$ cat src/rtl/irq_pending_ctrl_pkg.sv
// Shared constants and types for the interrupt pending controller.
// Latency: n/a (declarations only).
// Backpressure: n/a.
package irq_pending_ctrl_pkg;

  // Config register map
  localparam logic [1:0] IRQ_ADDR_ENABLE  = 2'd0;
  localparam logic [1:0] IRQ_ADDR_PENDING = 2'd1;
  localparam logic [1:0] IRQ_ADDR_SET     = 2'd2;
  localparam logic [1:0] IRQ_ADDR_STATUS  = 2'd3;

  // STATUS register bit positions
  localparam int STATUS_ERR_BIT  = 0;
  localparam int STATUS_BUSY_BIT = 1;
  localparam int STATUS_ID_LSB   = 8;
  localparam int STATUS_ID_MSB   = 12;

  typedef enum logic [0:0] {
    HOLD_IDLE   = 1'b0,
    HOLD_ACTIVE = 1'b1
  } holdoff_state_e;

endpackage

$ cat src/rtl/irq_holdoff_fsm.sv
// Masks the most recently acknowledged line for HOLDOFF_CYCLES cycles.
// Latency: mask applies the cycle after the ack and lasts HOLDOFF_CYCLES cycles.
// Backpressure: none; every ack restarts the hold-off on the new line.
module irq_holdoff_fsm #(
  parameter int HOLDOFF_CYCLES = 2
) (
  input  logic        clk_i,
  input  logic        rst_i,
  input  logic        ack_i,
  input  logic [4:0]  ack_id_i,
  output logic [31:0] hold_mask,
  output logic        busy,
  output logic [4:0]  last_id
);
  import irq_pending_ctrl_pkg::*;

  localparam logic [3:0] CNT_RELOAD = 4'(HOLDOFF_CYCLES - 1);

  holdoff_state_e state_q;
  logic [3:0]     cnt_q;

  // A new ack always wins: it moves the mask to the new line and reloads the count
  always_ff @(posedge clk_i or posedge rst_i) begin
    if (rst_i) begin
      state_q   <= HOLD_IDLE;
      cnt_q     <= 4'd0;
      hold_mask <= 32'd0;
      last_id   <= 5'd0;
    end else if (ack_i) begin
      state_q   <= HOLD_ACTIVE;
      cnt_q     <= CNT_RELOAD;
      hold_mask <= 32'd1 << ack_id_i;
      last_id   <= ack_id_i;
    end else if (state_q == HOLD_ACTIVE) begin
      if (cnt_q == 4'd0) begin
        state_q   <= HOLD_IDLE;
        hold_mask <= 32'd0;
      end else begin
        cnt_q <= cnt_q - 4'd1;
      end
    end
  end

  assign busy = (state_q == HOLD_ACTIVE);

endmodule

$ cat src/rtl/irq_pending_ctrl.sv
// Latches edge sources, registers level sources, masks with ENABLE and ack hold-off.
// Latency: source to irq_o 1 cycle; ack clears pend from the next cycle; config writes 1 cycle.
// Backpressure: none; acks of non-asserted lines are flagged, not refused.
module irq_pending_ctrl #(
  parameter logic [31:0] EDGE_MASK      = 32'hFFFF_0000,
  parameter int          HOLDOFF_CYCLES = 2
) (
  input  logic        clk_i,
  input  logic        rst_i,
  input  logic [31:0] src_i,
  input  logic        cfg_we_i,
  input  logic [1:0]  cfg_addr_i,
  input  logic [31:0] cfg_wdata_i,
  output logic [31:0] cfg_rdata_o,
  output logic [31:0] irq_o,
  input  logic        irq_ack_i,
  input  logic [4:0]  irq_id_i,
  output logic        ack_err_o
);
  import irq_pending_ctrl_pkg::*;

  logic [31:0] src_q;
  logic [31:0] pend_edge_q;
  logic [31:0] enable_q;
  logic        sticky_err_q;
  logic        err_pulse_q;

  logic [31:0] hold_mask;
  logic        hold_busy;
  logic [4:0]  last_id;

  logic [31:0] pend;
  logic [31:0] ack_onehot;
  logic [31:0] pend_set;
  logic [31:0] pend_clr;
  logic        wr_enable, wr_pending, wr_set, wr_status;
  logic        ack_bad;
  logic [31:0] status;

  irq_holdoff_fsm #(
    .HOLDOFF_CYCLES (HOLDOFF_CYCLES)
  ) u_holdoff (
    .clk_i     (clk_i),
    .rst_i     (rst_i),
    .ack_i     (irq_ack_i),
    .ack_id_i  (irq_id_i),
    .hold_mask (hold_mask),
    .busy      (hold_busy),
    .last_id   (last_id)
  );

  // Level lines come straight from the registered source, edge lines from the latch
  assign pend  = (pend_edge_q & EDGE_MASK) | (src_q & ~EDGE_MASK);
  assign irq_o = pend & enable_q & ~hold_mask;

  assign wr_enable  = cfg_we_i && (cfg_addr_i == IRQ_ADDR_ENABLE);
  assign wr_pending = cfg_we_i && (cfg_addr_i == IRQ_ADDR_PENDING);
  assign wr_set     = cfg_we_i && (cfg_addr_i == IRQ_ADDR_SET);
  assign wr_status  = cfg_we_i && (cfg_addr_i == IRQ_ADDR_STATUS);

  assign ack_onehot = irq_ack_i ? (32'd1 << irq_id_i) : 32'd0;
  assign ack_bad    = irq_ack_i && !irq_o[irq_id_i];

  // Sets are applied after clears so a fresh edge/SET beats an ack or W1C
  assign pend_set = (src_i & ~src_q) | (wr_set ? cfg_wdata_i : 32'd0);
  assign pend_clr = ack_onehot | (wr_pending ? cfg_wdata_i : 32'd0);

  // Source sampling, edge latch, enable and error bookkeeping
  always_ff @(posedge clk_i or posedge rst_i) begin
    if (rst_i) begin
      src_q        <= 32'd0;
      pend_edge_q  <= 32'd0;
      enable_q     <= 32'd0;
      sticky_err_q <= 1'b0;
      err_pulse_q  <= 1'b0;
    end else begin
      src_q       <= src_i;
      pend_edge_q <= ((pend_edge_q & ~pend_clr) | pend_set) & EDGE_MASK;
      if (wr_enable) begin
        enable_q <= cfg_wdata_i;
      end
      err_pulse_q <= ack_bad;
      // A new error outranks a simultaneous clearing write
      if (ack_bad) begin
        sticky_err_q <= 1'b1;
      end else if (wr_status && cfg_wdata_i[STATUS_ERR_BIT]) begin
        sticky_err_q <= 1'b0;
      end
    end
  end

  assign ack_err_o = err_pulse_q;

  // Assemble STATUS from its fields
  always_comb begin
    status                                = 32'd0;
    status[STATUS_ERR_BIT]                = sticky_err_q;
    status[STATUS_BUSY_BIT]               = hold_busy;
    status[STATUS_ID_MSB:STATUS_ID_LSB]   = last_id;
  end

  // Same-cycle register read mux
  always_comb begin
    cfg_rdata_o = 32'd0;
    case (cfg_addr_i)
      IRQ_ADDR_ENABLE:  cfg_rdata_o = enable_q;
      IRQ_ADDR_PENDING: cfg_rdata_o = pend;
      IRQ_ADDR_SET:     cfg_rdata_o = 32'd0;
      IRQ_ADDR_STATUS:  cfg_rdata_o = status;
      default:          cfg_rdata_o = 32'd0;
    endcase
  end

endmodule

$ cat config.mk
export PLATFORM = sky130hd
export DESIGN_NAME = irq_pending_ctrl
export DESIGN_NICKNAME = d
export VERILOG_FILES = /design/src/rtl/irq_pending_ctrl_pkg.sv /design/src/rtl/irq_holdoff_fsm.sv /design/src/rtl/irq_pending_ctrl.sv
export SDC_FILE = /design/constraint.sdc
export NUM_CORES = 1
export LEC_CHECK = 0
export BUFFER_PORTS_ARGS = -buffer_cell sky130_fd_sc_hd__buf_2
export CAP_MARGIN = 30
export CORE_ASPECT_RATIO = 1.5
export CORE_MARGIN = 2
export CORE_UTILIZATION = 35
export DETAILED_ROUTE_END_ITERATION = 8
export PLACE_DENSITY = 0.66
export SYNTH_ARGS = -nofsm -noshare
export SYNTH_HDL_FRONTEND = slang
export SYNTH_SLANG_ARGS = --single-unit
$ cat constraint.sdc
create_clock -name clk_i -period 5.29 [get_ports clk_i]
set_input_delay 0.529 -clock clk_i [delete_from_list [all_inputs] [get_ports clk_i]]
set_output_delay 0.529 -clock clk_i [all_outputs]
set_load 0.02 [all_outputs]
-- Word-level counts from Yosys, hierarchy flattened
Index checks and enable logic that the tools add are counted.
- flip-flop bits (word level): 124
- $add $sub $neg: 1
- magnitude comparators: 1
- equal/unequal tests: 4
- shift-type cells: 1
- mux-type cells: 17
- bitwise logic cells: 11
- reduce and logical (&&, ||, !) cells: 14
- operator list (kind ; number):
    2-to-1 mux 32 bit ; 6
    AND 32 bit ; 4
    case mux 32 bit (4 select lines) ; 1
    inverter 32 bit ; 3
    OR 32 bit ; 3
    OR 32 x 16 -> 32 bit ; 1
    << shifter 1 x 5 -> 32 bit, first input constant ; 1
    2-to-1 mux 4 bit ; 3
    logical AND 1 bit ; 6
    less-than comparator 5 x 6 -> 1 bit, second input constant ; 1
    2-to-1 mux 1 bit ; 6
    nonzero test 2 bit ; 3
    binary-select mux 1 bit (select 5 bit) ; 1
    equality test 2 bit, second input constant ; 2
    logical NOT 4 bit ; 1
    AND reduction 2 bit ; 2
    subtractor 4 x 1 -> 4 bit, second input constant ; 1
    equality test 2 x 1 -> 1 bit, second input constant ; 1
    logical NOT 2 bit ; 1
    != test 2 bit, second input constant ; 1
    logical NOT 1 bit ; 1

-- Longest topological paths before layout
- word-level depth: 8
- mapped depth: 8
- gate-level depth less buffers: 7

-- Cells and area by module
A second synthesis with hierarchy kept.
- cells, all modules: 514
- area total of the unflattened synthesis: 5834.3 sq um
- modules (own cells, without submodules) (module ; instances ; cells each ; area each (sq um) ; sequential area each (sq um)):
    irq_pending_ctrl ; 1 ; 373 ; 4073.9 ; 2052.0
    irq_holdoff_fsm ; 1 ; 141 ; 1760.4 ; 1051.0

-- Worst setup path after synthesis
No wires, ideal clock.
- path kind: input port to output port
- start point: input cfg_addr_i[0]
- end point: output cfg_rdata_o[0]
- arrival: 1.563 ns
- path slack: 3.198 ns
- stages on the path: 4
- path buffers: 2
- cell sequence: buf_2 > buf_2 > mux2i_1 > o21ai_0
- longest elaborated chain between the ends: 2
- elaborated cells between the ends (all ways): 5
- ends and longest elaborated chain (item ; RTL line ; source):
    start, declared ; irq_pending_ctrl.sv:12 ; input logic [1:0] cfg_addr_i,
    equality test 2 bit, or another cell as far along ; irq_pending_ctrl.sv:105 ; case (cfg_addr_i)
    case mux 32 bit (4 select lines) (*) ; irq_pending_ctrl.sv:105 ;
    end, declared ; irq_pending_ctrl.sv:14 ; output logic [31:0] cfg_rdata_o,
Mark *: on every way between the ends. The rest lies on a longest branch, timed or not.

-- Worst setup path after layout
- start point: input cfg_addr_i[0]
- end point: output cfg_rdata_o[11]
Same word-level chain as after synthesis.

==> results.sh <==
export IMPL_antenna_found_initial=0
export IMPL_grt_max_degree=65
export IMPL_synthTopCellsByCount="124 x dfrtp_1, 66 x nor2_1, 50 x nand2_1"
export IMPL_critPathMostFrequentCell="buf_2"
export IMPL_num_antenna_cells=0
export IMPL_worst_pin_slew_ps=936
export IMPL_synthMuxAreaShare_pct=13.5
export IMPL_power_leakage_nw=3.59
export IMPL_via_count=4603
export IMPL_drtIter0Drc=263
export IMPL_cp_required_ps=4760
export IMPL_yosys_warnings=0
export IMPL_htree_levels=4
export IMPL_ys_seq_elements=124
export IMPL_nets=731
export IMPL_overflow=0
export IMPL_seq_area_frac_synth_pct=54.0
export IMPL_num_rows=57
export IMPL_die_y_um=161
export IMPL_cts_tree="built"
export IMPL_synth_edf_count=0
export IMPL_grt_pass1_wl_mm=26.3
export IMPL_min_period_ps=2720
export IMPL_finalHoldViolCount=0
export IMPL_final_setup_tns_ps=0
export IMPL_numPortBuffers=139
export IMPL_die_w_um=109
export IMPL_finalMaxSlewViolations=0
export IMPL_crit_start="cfg_addr_i[0]"
export IMPL_clk_insertion_delay_late_ps=410
export IMPL_cts_buffers=17
export IMPL_maxSlewHeadroom_pct=37.5
export IMPL_synth_compound_area_share_pct=11.4
export IMPL_grtUsageTotal_pct=19.9
export IMPL_r2r_start="u_holdoff.hold_mask[22]"
export IMPL_postSynth_asyncResetShare_pct=100
export IMPL_syn_area_per_cell_um2=11.1
export IMPL_power_density_mw_per_mm2=405
export IMPL_place_gp_congestion=0.868
export IMPL_synthToLayoutAreaGrowth_pct=26.1
export IMPL_synth_nets=596
export IMPL_synthCells=519
export IMPL_ys_types=52
export IMPL_synth_xor_area_share_pct=0.457
export IMPL_setup_viol=0
export IMPL_worst_path_largest_cell_delay_ps=480
export IMPL_hold_start="src_i[9]"
export IMPL_hold_class="input pin to register"
export IMPL_worst_setup_path_end_kind="primary output"
export IMPL_core_area_mm2=0.0161
export IMPL_synth_top_area_share_pct=54.0
export IMPL_crit_chain="buf_2, buf_4, and2_1, nand2_1, o21ai_0, buf_2"
export IMPL_peakVddDrop_v=0.000215
export IMPL_grt_pass1_vias=4880
export IMPL_clockRootBuffer="clkbuf_16"
export IMPL_die_area_mm2=0.0175
export IMPL_cts_hold_fix_buffers=0
export IMPL_fin_util_pct=44.9
export IMPL_hpwlAfterDp_mm=12.2
export IMPL_synth_most_common_cell="dfrtp_1"
export IMPL_cap_violations=0
export IMPL_path_class="input pin to primary output"
export IMPL_clk_pin_slew_ps=60
export IMPL_cp_slowest_cell="buf_4"
export IMPL_finalCritPeriodShare_pct=51.5
export IMPL_worst_path_max_fanout=24
export IMPL_synth_top_family_by_area="simple AND/OR/NAND/NOR gates"
export IMPL_ioPinCount=140
export IMPL_maxClockFrequency_mhz=367
export IMPL_wl_per_cell_um=19.2
export IMPL_status="finished, final reports clean"
export IMPL_cts_setup_buffers=0
export IMPL_final_layout_size_suffix_gt1_share_pct=33.3
export IMPL_start_util_pct=35.6
export IMPL_drcViolationCount=0
export IMPL_yosys_area_share_adder_pct=0.436
export IMPL_cp_start_kind="input pin"
export IMPL_rsz0062_at_grt="no"
export IMPL_clk_path_buf_depth=2
export IMPL_yosys_area_top_type="dfrtp_1"
export IMPL_synthSimpleGateAreaFrac_pct=17.5
export IMPL_firstDrtPassIters=4
export IMPL_clock_sinks=124
export IMPL_synth_area_leaders="dfrtp_1 54%, mux2_2 7.1%, mux2i_1 5.6%"
export IMPL_fin_skew_ps=7.71
export IMPL_crit_arrival_ps=2190
export IMPL_cts_resized=0
export IMPL_wl_mm=16.8
export IMPL_drt_antenna_violating_nets=0
export IMPL_vias_per_cell=5.27
export IMPL_synth_area_mm2=0.00574
export IMPL_synth_ff_type="dfrtp_1"
[sequential cells by signal, indices dropped and copies added, names as in the netlist]
signal	flops
enable_q	32
src_q	32
u_holdoff.hold_mask	32
pend_edge_q	16
u_holdoff.last_id	5
u_holdoff.cnt_q	4
ack_err_o	1
sticky_err_q	1
u_holdoff.busy	1
[worst max-delay path, delay by kind of cell]
family / cells / cell delay (ps)
compound gates: 1 / 110
buf+inv: 3 / 1070
simple gates: 2 / 460
[layout by cell type (no fill, tap or decap), types with 9 or more instances in the layout]
| master | count |
|---|---|
| buf_2 | 139 |
| dfrtp_1 | 124 |
| nor2_1 | 66 |
| nand2_1 | 50 |
| mux2_2 | 36 |
| mux2i_1 | 32 |
| o21ai_0 | 23 |
| nor2b_1 | 21 |
| and3b_1 | 17 |
| a21o_1 | 17 |
| clkbuf_16 | 17 |
| a21oi_1 | 16 |
| a221o_1 | 9 |
| a22o_1 | 9 |
[final cells by class]
| class | instances | area [um^2] |
|---|---|---|
| Fill cell | 1586 | 8880 |
| Tap cell | 206 | 258 |
| Sequential cell | 124 | 3100 |
| Clock inverter | 12 | 160 |
| Inverter | 6 | 25.0 |
| Timing Repair Buffer | 144 | 733 |
| Multi-Input combinational cell | 361 | 2490 |
| Clock buffer | 20 | 467 |
[cells by family after synthesis]
kind of cell,after synthesis
and+or+nand+nor,192
DFF,124
xor gates and xnor gates,3
buffers and inverters,34
AOI/OAI and AO/OA,94
adders and majority gates,2
muxes,70
[per-layer routing]
layer / up-vias / track usage [%] / wire [um]
met5: - / 0 / 0
met4: 0 / 7.34 / 441
met3: 25 / 4.18 / 764
met2: 152 / 35.8 / 9200
met1: 2311 / 22.8 / 6400
li1: 2115 / - / -
[path summary, 6_finish.rpt]
path,endpoint,slack [ps],cells after the start
setup / recovery,cfg_rdata_o[11],2570,6
hold / removal,src_q[9],220,1
setup reg to reg,sticky_err_q,3470,5
hold reg to reg,u_holdoff.hold_mask[17],470,1
max in group asynchronous,enable_q[5],3700,3
min in group asynchronous,src_q[26],260,2
[power breakdown]
group | switching, mW | internal (mW) | total [mW]
logic | 0.355 | 0.227 | 0.583
registers | 0.0763 | 1.05 | 1.13
clock network | 0.441 | 0.783 | 1.22
total | 0.873 | 2.06 | 2.93
[metrics by stage]
step	setup WS [ps]	hold slack [ps]	instances	cell area, um^2	power, mW
2_1_floorplan	1460	442	519	5740	1.51
3_3_place_gp	2530	454	841	6610	1.71
3_5_place_dp	2420	463	841	6610	1.73
4_1_cts	2560	203	873	7240	2.97
5_1_grt	2470	209	873	7240	3.07
6_report	2570	222	873	7240	2.93
(Power assumes the default switching activity.)
